<file path="src/rtl/wb_port_arbiter.sv">
`default_nettype none
// ============================================================================
// Module   : wb_port_arbiter
// Purpose  : Shares the register-file write port between the in-order WB
//            stage and a late-completion requester. WB always wins. Late
//            results wait in a small FIFO, and a starvation counter requests
//            a front-end bubble. The destinations still held in the FIFO are
//            exported as a mask for the hazard unit.
// Revision : 1.0 - initial release
// ============================================================================
module wb_port_arbiter #(
  parameter int XLEN         = 32,
  parameter int DEPTH        = 2,
  parameter int STARVE_LIMIT = 4
) (
  input  logic            clk,
  input  logic            reset_n,
  input  logic            wb_valid,
  input  logic            wb_reg_write,
  input  logic [4:0]      wb_rd,
  input  logic [XLEN-1:0] wb_data,
  input  logic            lt_valid,
  output logic            lt_ready,
  input  logic [4:0]      lt_rd,
  input  logic [XLEN-1:0] lt_data,
  output logic            rf_we,
  output logic [4:0]      rf_waddr,
  output logic [XLEN-1:0] rf_wdata,
  output logic            stall_req,
  output logic [31:0]     pend_mask,
  output logic            lt_drain
);

  localparam int         C_AW    = (DEPTH > 1) ? $clog2(DEPTH) : 1;
  localparam logic [C_AW:0] C_DEPTH = (C_AW+1)'(DEPTH);
  localparam logic [3:0] C_LIMIT = 4'(STARVE_LIMIT);

  logic [C_AW:0]   count_q, count_d;
  logic [C_AW-1:0] wr_ptr_q, wr_ptr_d;
  logic [C_AW-1:0] rd_ptr_q, rd_ptr_d;
  logic [3:0]      starve_cnt_q, starve_cnt_d;
  logic            stall_req_q, stall_req_d;
  logic [31:0]     pend_mask_q, pend_mask_d;

  logic [4:0]      rd_mem_q   [DEPTH];
  logic [XLEN-1:0] data_mem_q [DEPTH];

  logic            w_wb_hit, w_full, w_empty, w_push, w_drain;
  logic [C_AW-1:0] w_idx;
  logic [4:0]      w_ent_rd;

  assign w_wb_hit = wb_valid & wb_reg_write & (wb_rd != 5'd0);
  assign w_full   = (count_q == C_DEPTH);
  assign w_empty  = (count_q == '0);
  // Acceptance depends only on the registered count, so a same-cycle drain never frees a slot.
  assign lt_ready = reset_n & ~w_full;
  // A result for x0 is accepted but never stored.
  assign w_push   = lt_valid & lt_ready & (lt_rd != 5'd0);
  assign w_drain  = reset_n & ~w_wb_hit & ~w_empty;

  // Write-port mux: WB first, then the FIFO head, otherwise idle.
  always_comb begin
    rf_we    = 1'b0;
    rf_waddr = 5'd0;
    rf_wdata = '0;
    lt_drain = w_drain;
    if (reset_n) begin
      if (w_wb_hit) begin
        rf_we    = 1'b1;
        rf_waddr = wb_rd;
        rf_wdata = wb_data;
      end else if (!w_empty) begin
        rf_we    = 1'b1;
        rf_waddr = rd_mem_q[rd_ptr_q];
        rf_wdata = data_mem_q[rd_ptr_q];
      end
    end
  end

  // Next FIFO bookkeeping, pending mask and starvation tracking.
  always_comb begin
    count_d  = count_q + {{C_AW{1'b0}}, w_push} - {{C_AW{1'b0}}, w_drain};
    wr_ptr_d = w_push  ? wr_ptr_q + C_AW'(1) : wr_ptr_q;
    rd_ptr_d = w_drain ? rd_ptr_q + C_AW'(1) : rd_ptr_q;

    // The mask covers the entries valid after this edge. The slot being
    // pushed is free now, so its rd comes from the input, not the RAM.
    pend_mask_d = '0;
    w_idx       = '0;
    w_ent_rd    = 5'd0;
    for (int i = 0; i < DEPTH; i++) begin
      w_idx = rd_ptr_d + C_AW'(i);
      if ((C_AW+1)'(i) < count_d) begin
        w_ent_rd = (w_push && (w_idx == wr_ptr_q)) ? lt_rd : rd_mem_q[w_idx];
        pend_mask_d[w_ent_rd] = 1'b1;
      end
    end

    starve_cnt_d = starve_cnt_q;
    if (w_drain || w_empty) begin
      starve_cnt_d = 4'd0;
    end else if (w_wb_hit) begin
      starve_cnt_d = (starve_cnt_q >= C_LIMIT) ? C_LIMIT : starve_cnt_q + 4'd1;
    end

    stall_req_d = stall_req_q;
    if (w_drain) begin
      stall_req_d = 1'b0;
    end else if (!w_empty && w_wb_hit &&
                 (({1'b0, starve_cnt_q} + 5'd1) >= {1'b0, C_LIMIT})) begin
      stall_req_d = 1'b1;
    end
  end

  // Control state register with asynchronous reset.
  always_ff @(posedge clk or negedge reset_n) begin
    if (!reset_n) begin
      count_q      <= '0;
      wr_ptr_q     <= '0;
      rd_ptr_q     <= '0;
      starve_cnt_q <= 4'd0;
      stall_req_q  <= 1'b0;
      pend_mask_q  <= 32'd0;
    end else begin
      count_q      <= count_d;
      wr_ptr_q     <= wr_ptr_d;
      rd_ptr_q     <= rd_ptr_d;
      starve_cnt_q <= starve_cnt_d;
      stall_req_q  <= stall_req_d;
      pend_mask_q  <= pend_mask_d;
    end
  end

  // Entry storage; contents are only meaningful under the valid count, so no reset.
  always_ff @(posedge clk) begin
    if (w_push) begin
      rd_mem_q[wr_ptr_q]   <= lt_rd;
      data_mem_q[wr_ptr_q] <= lt_data;
    end
  end

  assign stall_req = stall_req_q;
  assign pend_mask = pend_mask_q;

endmodule
`default_nettype wire
</file>
<file path="config.mk">
export PLATFORM = sky130hd
export DESIGN_NAME = wb_port_arbiter
export DESIGN_NICKNAME = d
export VERILOG_FILES = /design/src/rtl/wb_port_arbiter.sv
export SDC_FILE = /design/constraint.sdc
export NUM_CORES = 1
export LEC_CHECK = 0
export CORE_MARGIN = 3
export CORE_UTILIZATION = 53
export CTS_BUF_LIST = sky130_fd_sc_hd__clkbuf_4 sky130_fd_sc_hd__clkbuf_8
export CTS_CLUSTER_SIZE = 20
export DETAILED_ROUTE_END_ITERATION = 6
export PLACE_DENSITY = 0.93
export RECOVER_POWER = 100
export SETUP_SLACK_MARGIN = 0.02
export SLEW_MARGIN = 40
export SYNTH_ARGS = -nofsm -noshare
export SYNTH_HDL_FRONTEND = slang
export SYNTH_SLANG_ARGS = --single-unit
</file>
<file path="constraint.sdc">
create_clock -name clk -period 7.4 [get_ports clk]
set_input_delay 1.48 -clock clk [delete_from_list [all_inputs] [get_ports clk]]
set_output_delay 1.48 -clock clk [all_outputs]
set_load 0.005 [all_outputs]
</file>
After elaboration in Yosys (flattened, before gate mapping)
Memory sizes are Yosys's and may differ from the RTL's.
Cells that the tools add are included.

word-level totals
  memories kept = 2
  register bits = 41
  bits in writable memories = 74
  output and inout bits = 73
  word-level logic and storage cells = 75
  input bits = 79

cells by class
  multiplexer cells = 25
  add/subtract/negate cells = 7
  equal/unequal tests = 3
  bitwise gates (word level) = 11
  reduce and logical (&&, ||, !) cells = 13
  magnitude comparators = 8

memories
  memory      depth  bits a word  rd ports  clocked after Yosys merged registers in  write ports  line  source
  data_mem_q  2      32           1         0                                        1            46    logic [XLEN-1:0] data_mem_q [DEPTH];
  rd_mem_q    2      5            3         0                                        1            45    logic [4:0] rd_mem_q [DEPTH];

operators with widths
  operator             number
  $mux 32              5
  $or 32x32->32        1
  $mux 5               5
  $lt 5x6->1 const B   2
  $mux 4               3
  $demux 1 s5          2
  $ge 5x1->1 const B   2
  $mux 1               10
  $reduce_bool 5->1    2
  $and 1x1->1          7
  $logic_and 1x1->1    6
  $add 4x1->5 const B  1
  $ge 5x3->1 const B   1
  $add 4x1->4 const B  1
  $ge 4x3->1 const B   1
  $lt 1x2->1 const A   2
  $reduce_bool 2->1    2
  $add 1x1->1 const B  3
  $not 1->1            3
  $add 2x1->2          1
  $eq 1x1->1           2
  $eq 2x2->1 const B   1
  $logic_not 2->1      1
  $sub 2x1->2          1
  2 further kinds      2

Logic depth before layout (Yosys ltp)
Gate-level depths: netlist (run 1).

  word-level depth = 16
  depth in mapped cells = 13
  gate-level depth less buffers = 12

Worst setup path after synthesis (run 1)
No wires, ideal clock.

  path type = in2out
  from = input wb_rd[1]
  to = output rf_waddr[3]
  arrival = 2,917 ps
  required time = 5,920 ps
  cell stages on the path = 7
  setup slack = 3,003 ps
  cells stage by stage = or3_1 > o311ai_0 > clkbuf_1 > o21ai_0 > nor2_1 > a31oi_1 > nor2_1

between the ends
  longest elaborated chain between the ends = 4

RTL lines
  what               line  source
  from (decl)        20    input logic [4:0] wb_rd,
  $reduce_bool 5->1  52    assign w_wb_hit = wb_valid & wb_reg_write & (wb_rd != 5'd0);
  $and 1x1->1        52
  $mux 5             68    if (w_wb_hit) begin
  $mux 5             67    if (reset_n) begin
  to (decl)          27    output logic [4:0] rf_waddr,

Every way passes these cells.

Final worst setup path (run 1)
  from = input wb_rd[1]
  to = output rf_wdata[3]

between the ends
  longest elaborated chain between the ends = 4

RTL lines
  what               line  source
  $reduce_bool 5->1  52
  $and 1x1->1        52
  $mux 32            68
  $mux 32            67
  to (decl)          28    output logic [XLEN-1:0] rf_wdata,

Every way passes these cells.

==> summary by stage, run 1 <==
Logic synthesis
Yosys printed 0 warnings. After technology mapping, the gate count stands at 417. The per-instance average area after synthesis is 12.6 um2. The number of nets in the synthesized netlist is 500. Counting distinct cell types in the post-synthesis netlist gives 51. The cell area after technology mapping is 5240 um2. Among all flip-flop cells after synthesis, the most frequent one is edfxtp_1. The proportion of register bits with asynchronous set or reset after synthesis is 35.7%. The number of enable flip-flop cells after synthesis is 74.

The sequential fraction of the synthesis area is 62.0%. The number of flip-flops and latches in the synthesized netlist is 115.

STA
On the final layout, the worst clock skew is 16.8 ps. The relative max-transition margin is -27.9%. After layout, the minimum clock period comes to 6350 ps. The count of pins over their slew limit is 42. Setup violations remaining at the end of the flow were counted as 0. The setup TNS is 0 ps. Setup repair after global routing left no endpoint under its margin.

Timing would allow up to between 150 and 200 MHz. The post-layout worst setup margin is 1050 ps. At the pin with the least slew margin, the transition time is 1920 ps. The share of the clock period used by the worst path is between 80 and 90%.

The number of hold violations in the final report came to 0.

CTS
The CTS buffer count is 17. The TritonCTS clock tree is done. At the later pin of the worst-skew pair, clock insertion delay measures 420 ps. The number of hold buffers added after cts is 0. Clock-pin slew was measured on the worst setup and hold paths at ~80 ps. The count of buffers added by post-CTS timing repair for setup is 0.

The clock sink count is roughly 120. In this run the deepest clock path goes through 2 buffers. In this run the clock root is driven by a clkbuf_8. Once the clock tree was built, the resizer swapped 0 gates to a different size. The maximum level of the CTS H-tree is 4.

Cells and area
Compared with the post-synthesis result, the final layout area differs by 36.9%. The utilization of the core after routing is 76.2%. The antenna diode count is 0. The filler cell count in the final layout is 578. In the layout the commonest cells are dlygate4sd3_1 (108), edfxtp_1 (74), nand2_1 (54), clkdlybuf4s50_1 (42). In the final layout, the share of cells above drive strength 1 is 8.33%. Leaving out fill and tap cells, the most frequent cell in the layout is dlygate4sd3_1. After the last flow step, the layout net total stands at 658.

Global routing
The number of antenna violations at the first check in global routing is 0. The pin count of the biggest net entering global routing is 42. The total overflow left after global routing is 0.

The via count of the first global-routing pass was 4358. The global-route total usage across every layer is 26.3%. The first-pass GRT wire length is approximately 23 mm.

Setup path
Among the stages of the critical path, the cell type that occurs most often is dlygate4sd3_1. The critical path start-end classification is in -> out. STA classifies the critical path startpoint as an input pin. The critical path buffer and inverter count is 4. The signal on the critical path passes through dlygate4sd3_1 > or3_1 > o311ai_0 > clkbuf_1 > nor2_1 > buf_4 > nand2_1 > o21ai_0 > dlygate4sd3_1.

STA classifies the critical path endpoint as a primary output. The critical path arrival is just under 5000 ps. In this run the worst path has a maximum fanout of 18. The data required time of the worst path is roughly 5900 ps.

The slowest cell on the critical path is dlygate4sd3_1. In this design, the stage delay of the slowest critical-path cell is ~660 ps. Among cell families on the critical path, the largest total delay comes from buffers and inverters.

Drt
The first detailed-routing pass ran for 5 iterations. The count of nets left with antenna violations once routing finished came out at 0. Wires add up to 14.5 mm. The routed layout has 4346 vias. The average routed wire per standard cell is ~20 um. The number of DRC markers in iteration 0 is 325. The DRC violation count after routing is 0. The average vias per placed instance is slightly above 6.

Placed design
The placer's final routability congestion estimate is 0.964. The port buffer count is about 150. Timing analysis after detailed placement gives a worst setup slack of between 1500 and 2000 ps. The detailed-placement wirelength estimate is between 10 and 15 mm.

Pwr
Dividing total power by cell area gives a power density of 328 nW/um2. The leakage component of the power is roughly 3 nW. The maximum resistive drop on vdd is 198 uV.

Hold path
The min-delay analysis places its worst path in the category reg -> reg.

Die
In this run the vertical extent of the chip is 105 um. Once the floorplan was initialized, standard cells occupied 55.7% of the core. The floorplan step defined a core boundary enclosing around 9400 um2.

The number of placement rows is 35. The width of the die is between 100 and 150 um. The area of the die is 11100 um2. The number of top-level pins is 152.

Run
The number of maximum-capacitance constraint violations is 1.

Outcome
The final reports fail on max-capacitance violations, max-slew violations. The flow ran to the end, but the final reports show violations.
logic make-up (layout without fill, tap and decap cells):
kind of cell    Yosys count  in the layout  share of synthesized area [%]
compound gates          104            104                           13.3
simple gates            114            114                           10.4
fa+ha+maj                 4              4                          0.955
buf+inv                  29            200                           2.67
mux                      46             46                           9.43
xor+xnor                  5              5                           1.19
flops                   115            115                           62.0
sequential cells by signal (all words and copies together), names as in the netlist:
name	count
stall_req	1
data_mem_q	64
count_q	2
pend_mask	32
starve_cnt_q	4
rd_mem_q	10
wr_ptr_q	1
rd_ptr_q	1
cell type report:
| class | count | area (um2) | share of cell area (%) |
|---|---|---|---|
| clock buffer | 19 | 255 | 3.56 |
| clock inverter | 13 | 104 | 1.45 |
| inverter | 11 | 41.3 | 0.575 |
| multi-input combinational | 273 | 1830 | 25.5 |
| sequential | 115 | 3250 | 45.3 |
| tap | 129 | 161 | 2.25 |
| timing repair buffer | 157 | 1540 | 21.4 |
cell usage after synthesis, types with 4 or more instances:
cell      number  share of area [%]
nor3_1         4               0.38
a32oi_1        4               0.67
o22ai_1       16                1.9
nand2b_1       5               0.60
edfxtp_1      74                 42
o32ai_1       15                2.5
a21oi_1        5               0.48
nor2_1        18                1.3
o211ai_1       5               0.72
nand3_1       13                1.2
ha_1           4               0.96
o21ai_0       38                3.6
nand2_1       54                3.9
clkbuf_1       9               0.64
inv_1         10               0.72
and2_1         6               0.72
or3_4          4               0.86
a22oi_1        4               0.57
mux2i_1       40                7.6
dfrtp_1       41                 20
final timing paths:
kind                                  startpoint                 endpoint  slack, ps  cells after the start
hold / removal             stall_req$_DFFE_PN0P_    stall_req$_DFFE_PN0P_        530                      2
max in group asynchronous                reset_n       rd_ptr_q$_DFF_PN0_       4150                      2
hold reg to reg            stall_req$_DFFE_PN0P_    stall_req$_DFFE_PN0P_        530                      2
setup / recovery                        wb_rd[1]              rf_wdata[3]       1050                      9
setup reg to reg            count_q[1]$_DFF_PN0_  pend_mask[27]$_DFF_PN0_       2910                      7
min in group asynchronous                reset_n    stall_req$_DFFE_PN0P_        970                      1
per-layer routing:
layer | GRT usage [%] | vias to the layer above | wire length (um)
met3 | 6.61 | 45 | 1240
li1 | - | 1912 | -
met4 | 10.0 | 0 | 483
met2 | 45.7 | 285 | 7440
met5 | 0 | - | 0
met1 | 31.5 | 2104 | 5310
worst min-delay path: stages, from the launching register on:
cell     delay [ps]
dfrtp_1         380
nand2_1          70
nand2_1          50
stage by stage:
step / instance area, um2 / instances / total power [W] / hold WS [ps]
5_1_grt: 7180 / 717 / 0.00247 / 591
6_report: 7180 / 717 / 0.00235 / 532
3_5_place_dp: 6860 / 685 / 0.00186 / 504
3_3_place_gp: 6860 / 685 / 0.00182 / 475
4_1_cts: 7220 / 717 / 0.00240 / 534
2_1_floorplan: 5240 / 417 / 0.00146 / 475
where the power goes:
part | total [W] | switching, W | internal, W | leakage (nW)
Clock | 0.000534 | 0.000257 | 0.000277 | 0.195
Combinational | 0.000965 | 0.000553 | 0.000412 | 1.49
Sequential | 0.000853 | 0.0000425 | 0.000811 | 1.23
No activity file was read; power rests on OpenSTA's default activity.
==> run 2, diff against run 1 <==
--- a/config.mk
+++ b/config.mk
@@ -6,11 +6,11 @@
 export NUM_CORES = 1
 export LEC_CHECK = 0
 export CORE_MARGIN = 3
-export CORE_UTILIZATION = 53
+export CORE_UTILIZATION = 40
 export CTS_BUF_LIST = sky130_fd_sc_hd__clkbuf_4 sky130_fd_sc_hd__clkbuf_8
 export CTS_CLUSTER_SIZE = 20
 export DETAILED_ROUTE_END_ITERATION = 6
-export PLACE_DENSITY = 0.93
+export PLACE_DENSITY = 0.74
 export RECOVER_POWER = 100
 export SETUP_SLACK_MARGIN = 0.02
 export SLEW_MARGIN = 40
==> summary by stage, run 2 (synthesis results as in run 1) <==
Global routing
The remaining global-route overflow is 0 (unchanged). The global-route total usage across every layer is 18.1% (was 26.3%). The first-pass GRT wire length came to 20.2 mm (was 22.6 mm). The pin count of the biggest net entering global routing is 48 (was 42). The via count of the first global-routing pass is 3973 (was 4358). The number of antenna violations at the first check in global routing is 3 (was 0).

Drt
The number of DRC markers in iteration 0 is 233 (was 325). The DRC violation count after routing is 0 (unchanged). The final routed wirelength across all metal layers is 12.8 mm (was 14.5 mm). The average routed wire per standard cell is 16.8 um (was 20.2 um). The average vias per placed instance was 5.28 (was 6.06). The number of nets still failing antenna checks after routing was 0 (unchanged). The via count is 4022 (was 4346). The detailed-routing iteration count for the pre-antenna-repair pass is 6 (was 5).

Cells and area
The post-route standard cell area excluding fillers is 7250 um2 (was 7180 um2). The share of post-route cells with drive strength above 1 is 7.16% (was 8.33%). The flip-flop count of the largest register after layout is 64 (unchanged). The area added between synthesis and finish was 38.3% (was 36.9%).

Most frequent cells in the layout: dlygate4sd3_1 (110), edfxtp_1 (74), nand2_1 (54) (was dlygate4sd3_1 (108), edfxtp_1 (74), nand2_1 (54), clkdlybuf4s50_1 (42)). The most common cell after layout, fill and taps aside is dlygate4sd3_1 (unchanged). The number of nets in the finished design is 658 (unchanged). The register bank with the most flops is data_mem_q (unchanged). The filler cell count in the final layout is 1113 (was 578).

Run
The number of maximum-capacitance constraint violations is 2 (was 1).

Die
The number of top-level pins is 152 (unchanged). The floorplan core area came to 12700 um2 (was 9420 um2). The number of placement rows is 41 (was 35). The die extent in y is 120 um (was 105 um).

The starting density of the core was 41.2% (was 55.7%). The area of the die is 14500 um2 (was 11100 um2). The width of the die came to 120 um (was 105 um).

Hold path
The critical hold path startpoint is stall_req$_DFFE_PN0P_ (unchanged). The worst hold path stage count is 2 (unchanged). The worst hold path endpoint is stall_req$_DFFE_PN0P_ (unchanged). The path category of the worst min-delay check is reg -> reg (unchanged).

CTS
The clock tree root buffer cell was clkbuf_8 (unchanged). The TritonCTS clock tree is done (unchanged). The clock insertion delay at the later pin of the skew report is 430 ps (was 420 ps). The number of hold buffers added after cts came to 0 (unchanged). The number of cells upsized or downsized after cts was 0 (unchanged). The maximum level of the CTS H-tree is 4 (unchanged). The clock transition time at the flip-flop clock pins of the worst setup and hold paths is 60 ps (was 80 ps).

The clock sink count was 115 (unchanged). The count of buffers added by post-CTS timing repair for setup is 0 (unchanged). The clock tree buffer depth is 2 (unchanged).

The CTS buffer count came to 17 (unchanged).

Outcome
Run status: finished, violations left (unchanged). Failing checks: max-capacitance violations, max-slew violations (unchanged).

STA
The final setup violation count came to 0 (unchanged). The slew at the pin with the worst max-slew slack came to 2170 ps (was 1920 ps). The worst hold slack across all endpoints is 500 ps (was 532 ps). The achievable clock frequency is 164 MHz (was 158 MHz). The relative max-transition margin was -44.5% (was -27.9%). The post-layout worst setup margin is 1290 ps (was 1050 ps). The count of pins over their slew limit was 76 (was 42). The share of the clock period used by the worst path is 82.6% (was 85.8%). Unrepaired setup endpoints after global routing: false (unchanged). The final worst clock skew came to 15.4 ps (was 16.8 ps). The setup TNS is 0 ps (unchanged). The final period demand of the worst path is 6110 ps (was 6350 ps). The number of hold violations in the final report is 0 (unchanged).

Setup path
The path depth of the worst reg2reg path is 8 (was 7). The startpoint of the most critical register-to-register path is count_q[1]$_DFF_PN0_ (unchanged). The critical path arrival was 4630 ps (was 4870 ps). The critical path start-end classification is in -> out (unchanged). The worst-case register-to-register setup slack was 2960 ps (was 2910 ps). The reg-to-reg endpoint is pend_mask[30]$_DFF_PN0_ (was pend_mask[27]$_DFF_PN0_).

The largest fanout of any net on the critical path was 38 (was 18). The data required time of the worst path came to 5920 ps (about the same). The endpoint type of the worst setup path is a primary output (unchanged). The startpoint type of the worst setup path is an input pin (unchanged).

Placed design
The port buffer count is 151 (unchanged). The setup slack at placement is 1800 ps (was 1850 ps). The detailed-placement wirelength estimate came to 9.22 mm (was 10.6 mm). The instance area at placement is 6910 um2 (was 6860 um2). The placer's final routability congestion estimate is 0.883 (was 0.964).

Pwr
The switching share of total power is 34.3% (was 36.2%). The power after layout is 0.00234 W (was 0.00235 W). The share of total power in the clock network was 24.2% (was 22.7%). The switching power is 0.000804 W (was 0.000852 W). The power density over cell area is 323 nW/um2 (was 328 nW/um2). The part of the total power dissipated in combinational logic is 39.3% (was 41.0%). The part of the total power dissipated in sequential elements is 36.5% (was 36.3%). The leakage component of the power is 2.92 nW (about the same). The design internal power is 0.00154 W (was 0.00150 W). The maximum resistive drop on vdd was 139 uV (was 198 uV).
==> run 2: cell count changes in the layout (fill, tap and decap cells not counted), sizes merged, moves of 3 or more <==
cell and change:
inv -7, clkbuf -3, clkinv +3, diode +3
==> run 2: area by class of cell <==
| cell class | count | area (um2) | share of cell area (%) |
|---|---|---|---|
| diodes | 3 | 7.51 | 0.104 |
| clock buffers | 18 | 241 | 3.33 |
| repair buffers | 157 | 1540 | 21.2 |
| inverters | 11 | 41.3 | 0.570 |
| well taps | 172 | 215 | 2.97 |
| clock inverters | 13 | 143 | 1.97 |
| flip-flops and latches | 115 | 3250 | 44.8 |
| multi-input cells | 273 | 1810 | 25.0 |
==> run 2: worst max-delay path: stages <==
cell,delay (ps)
dlygate4sd3_1,610
o311ai_0,340
nand3b_1,930
o21ai_0,620
dlygate4sd3_1,640
==> run 2: metal layers <==
metal | global-route usage, % | up-vias | wire [um]
met5 | 0 | - | 0
met4 | 7.44 | 0 | 175
met3 | 6.64 | 17 | 1140
met2 | 29.8 | 203 | 6280
met1 | 21.6 | 1889 | 5220
li1 | - | 1913 | -
==> run 2: how the worst max path moves through the flow <==
stage,from,to,slack [ps],cells after the start
after floorplan,wb_rd[1],rf_waddr[3],3000,7
after global placement,wb_rd[0],rf_waddr[2],1820,5
after detailed placement,wb_rd[0],rf_wdata[28],1800,5
after CTS,wb_rd[0],rf_waddr[2],1800,5
after global routing,wb_rd[0],rf_waddr[2],980,5
final,wb_rd[0],rf_waddr[2],1290,5
==> run 2: stage by stage <==
step | cells | utilization (%)
global placement | 728 | 54.3
CTS | 759 | 57.3
global route | 762 | 57.0
floorplan | 417 | -
finish | 762 | 57.0
detailed placement | 728 | 54.3
==> run 2: power by group through the flow <==
stage | sequential (W) | clock (W) | combinational [W]
floorplan | 0.000872 | 0 | 0.000589
finish | 0.000854 | 0.000568 | 0.000921
global placement | 0.000862 | 0 | 0.000969
global route | 0.000870 | 0.000607 | 0.00100
CTS | 0.000856 | 0.000582 | 0.000990
detailed placement | 0.000869 | 0 | 0.000985
==> run 3, diff against run 2 <==
==> constraint.sdc (replaced) <==
create_clock -name clk -period 6.1 [get_ports clk]
set_input_delay 1.22 -clock clk [delete_from_list [all_inputs] [get_ports clk]]
set_output_delay 1.22 -clock clk [all_outputs]
set_load 0.005 [all_outputs]
==> summary by stage, run 3 (synthesis results as in run 1) <==
CTS
The number of hold buffers added after cts is 0 (unchanged). The clock tree buffer depth is 2 (unchanged). The TritonCTS clock tree is done (unchanged).

The clock insertion delay at the later pin of the skew report is 420 ps (was 430 ps). The clock tree root buffer cell is clkbuf_8 (unchanged). The maximum level of the CTS H-tree was 4 (unchanged).

The clock sink count is 115 (unchanged). The clock transition time at the flip-flop clock pins of the worst setup and hold paths is 60 ps (about the same). The count of buffers added by post-CTS timing repair for setup is 0 (unchanged). The CTS buffer count is 17 (unchanged). The number of cells upsized or downsized after cts came to 0 (unchanged).

STA
The final setup violation count is 0 (unchanged). The setup TNS is 0 ps (unchanged). Of the available clock period, the critical path in the final layout requires 86.7%. The number of hold violations in the final report is 0 (unchanged). The slew at the pin with the worst max-slew slack was 2210 ps (was 2170 ps). Unrepaired setup endpoints after global routing: false (unchanged). The worst hold slack across all endpoints was 499 ps (was 500 ps). The final period demand of the worst path is 5290 ps. The count of pins over their slew limit is 76 (unchanged).

Static timing analysis puts the maximum clock frequency at 189 MHz. The final worst clock skew is 8.20 ps (was 15.4 ps). The relative max-transition margin is -47.2% (was -44.5%).

Setup path
The startpoint of the most critical register-to-register path is count_q[1]$_DFF_PN0_ (unchanged). The startpoint type of the worst setup path is an input pin (unchanged). The reg-to-reg endpoint is pend_mask[6]$_DFF_PN0_ (was pend_mask[30]$_DFF_PN0_). The largest fanout of any net on the critical path is 35 (was 38). The critical path start-end classification is in -> out (unchanged).

The critical path arrival is 4070 ps (was 4630 ps). The worst-case register-to-register setup slack came to 2440 ps (was 2960 ps). The launching element of the worst setup path is wb_rd[1] (was wb_rd[0]). The path depth of the worst reg2reg path is 8 (unchanged).

The endpoint of the worst setup timing path is rf_waddr[0] (was rf_waddr[2]). The data required time of the worst path is 4880 ps (was 5920 ps). The endpoint type of the worst setup path is a primary output (unchanged).

Placed design
The port buffer count came to 151 (unchanged). The detailed-placement wirelength estimate came to 9.51 mm (was 9.22 mm). The placer's final routability congestion estimate is 0.874 (was 0.883).

Cells and area
Most frequent cells in the layout: dlygate4sd3_1 (108), edfxtp_1 (74), nand2_1 (54), clkdlybuf4s50_1 (42) (was dlygate4sd3_1 (110), edfxtp_1 (74), nand2_1 (54)). The most common cell after layout, fill and taps aside is dlygate4sd3_1 (unchanged). The register bank with the most flops was data_mem_q (unchanged).

The flip-flop count of the largest register after layout is 64 (unchanged). The share of post-route cells with drive strength above 1 is 6.81% (was 7.16%). The number of nets in the finished design is 658 (unchanged). The area added between synthesis and finish is 39.2% (was 38.3%).

Drt
The via count was 4040 (was 4022). The detailed-routing iteration count for the pre-antenna-repair pass was 5 (was 6). The number of nets still failing antenna checks after routing is 0 (unchanged).

The final routed wirelength across all metal layers is 13.1 mm (was 12.8 mm). The number of DRC markers in iteration 0 is 348 (was 233). The average vias per placed instance was 5.32 (was 5.28). The average routed wire per standard cell is 17.2 um (was 16.8 um). The DRC violation count after routing is 0 (unchanged).

Die
The width of the die is 120 um (unchanged). The number of top-level pins is 152 (unchanged). The area of the die is 14500 um2 (unchanged). The floorplan core area is 12700 um2 (unchanged). The die extent in y came to 120 um (unchanged). The number of placement rows came to 41 (unchanged). The starting density of the core is 41.2% (unchanged).

Run
The number of maximum-capacitance constraint violations came to 2 (unchanged).

Global routing
The pin count of the biggest net entering global routing came to 47 (was 48). The global-route total usage across every layer came to 18.4% (was 18.1%). The via count of the first global-routing pass is 4020 (was 3973).

The first-pass GRT wire length is 20.6 mm (was 20.2 mm). The number of antenna violations at the first check in global routing is 1 (was 3). The remaining global-route overflow is 0 (unchanged).

Pwr
The leakage component of the power is 2.94 nW (was 2.92 nW). The maximum resistive drop on vdd is 176 uV (was 139 uV). The power density over cell area is 404 nW/um2 (was 323 nW/um2).

Outcome
Run status: finished, violations left (unchanged). Failing checks: max-capacitance violations, max-slew violations (unchanged).

Hold path
The path category of the worst min-delay check is reg -> reg (unchanged).
-- run 3: changes by cell type in the layout (fill, tap and decap cells not counted), sizes merged --
cell and delta:
diode -2, dlygate4sd3 -2, clkdlybuf4s50 +2, bufinv +2
clkinvlp -3, buf -1, clkbuf +2
-- run 3: power breakdown --
| part | switching (W) | leakage [nW] | internal (W) |
|---|---|---|---|
| logic | 0.000639 | 1.49 | 0.000487 |
| clock network | 0.000297 | 0.221 | 0.000488 |
| registers | 0.0000500 | 1.23 | 0.000986 |
-- run 3: worst min path at each step --
stage                                from  depth (start not counted)  slack, ps                     to
floorplan           stall_req$_DFFE_PN0P_                          2        470  stall_req$_DFFE_PN0P_
global placement    stall_req$_DFFE_PN0P_                          2        470  stall_req$_DFFE_PN0P_
detailed placement  stall_req$_DFFE_PN0P_                          2        490  stall_req$_DFFE_PN0P_
CTS                 stall_req$_DFFE_PN0P_                          2        510  stall_req$_DFFE_PN0P_
global route        stall_req$_DFFE_PN0P_                          2        530  stall_req$_DFFE_PN0P_
finish              stall_req$_DFFE_PN0P_                          2        500  stall_req$_DFFE_PN0P_
-- run 3: metrics by stage --
| step | util (%) | std cells | setup slack [ps] | power [W] | cell area [um2] |
|---|---|---|---|---|---|
| after detailed placement | 54.4 | 728 | 1230 | 0.00226 | 6920 |
| after global placement | 54.3 | 728 | 839 | 0.00222 | 6910 |
| after global routing | 57.3 | 760 | 660 | 0.00311 | 7300 |
| after CTS | 57.8 | 759 | 1230 | 0.00305 | 7350 |
| after floorplan | - | 417 | 2220 | 0.00177 | 5240 |
| final | 57.3 | 760 | 814 | 0.00295 | 7300 |
-- run 3: worst max-delay path: stages --
cell and delay, ps:
dlygate4sd3_1 570, or3_1 390, o311ai_0 270, clkbuf_1 450, nor2_4 260, nand2_1 190
o21ai_0 90, dlygate4sd3_1 610
-- run 3: layout make-up --
type / instances / area, um2
tap: 172 / 215
timing repair buffer: 157 / 1540
clock buffer: 19 / 249
multi-input combinational: 273 / 1810
inverter: 11 / 41.3
sequential: 115 / 3250
antenna: 1 / 2.50
fill: 1096 / 5430
clock inverter: 12 / 188
-- run 3: per-layer routing --
| metal | vias up | GRT usage (%) | part of all wire [%] |
|---|---|---|---|
| met5 | - | 0 | 0 |
| met4 | 0 | 6.66 | 1.6 |
| met3 | 21 | 6.41 | 8.8 |
| met2 | 200 | 30.5 | 48 |
| met1 | 1914 | 22.2 | 41 |
| li1 | 1905 | - | - |
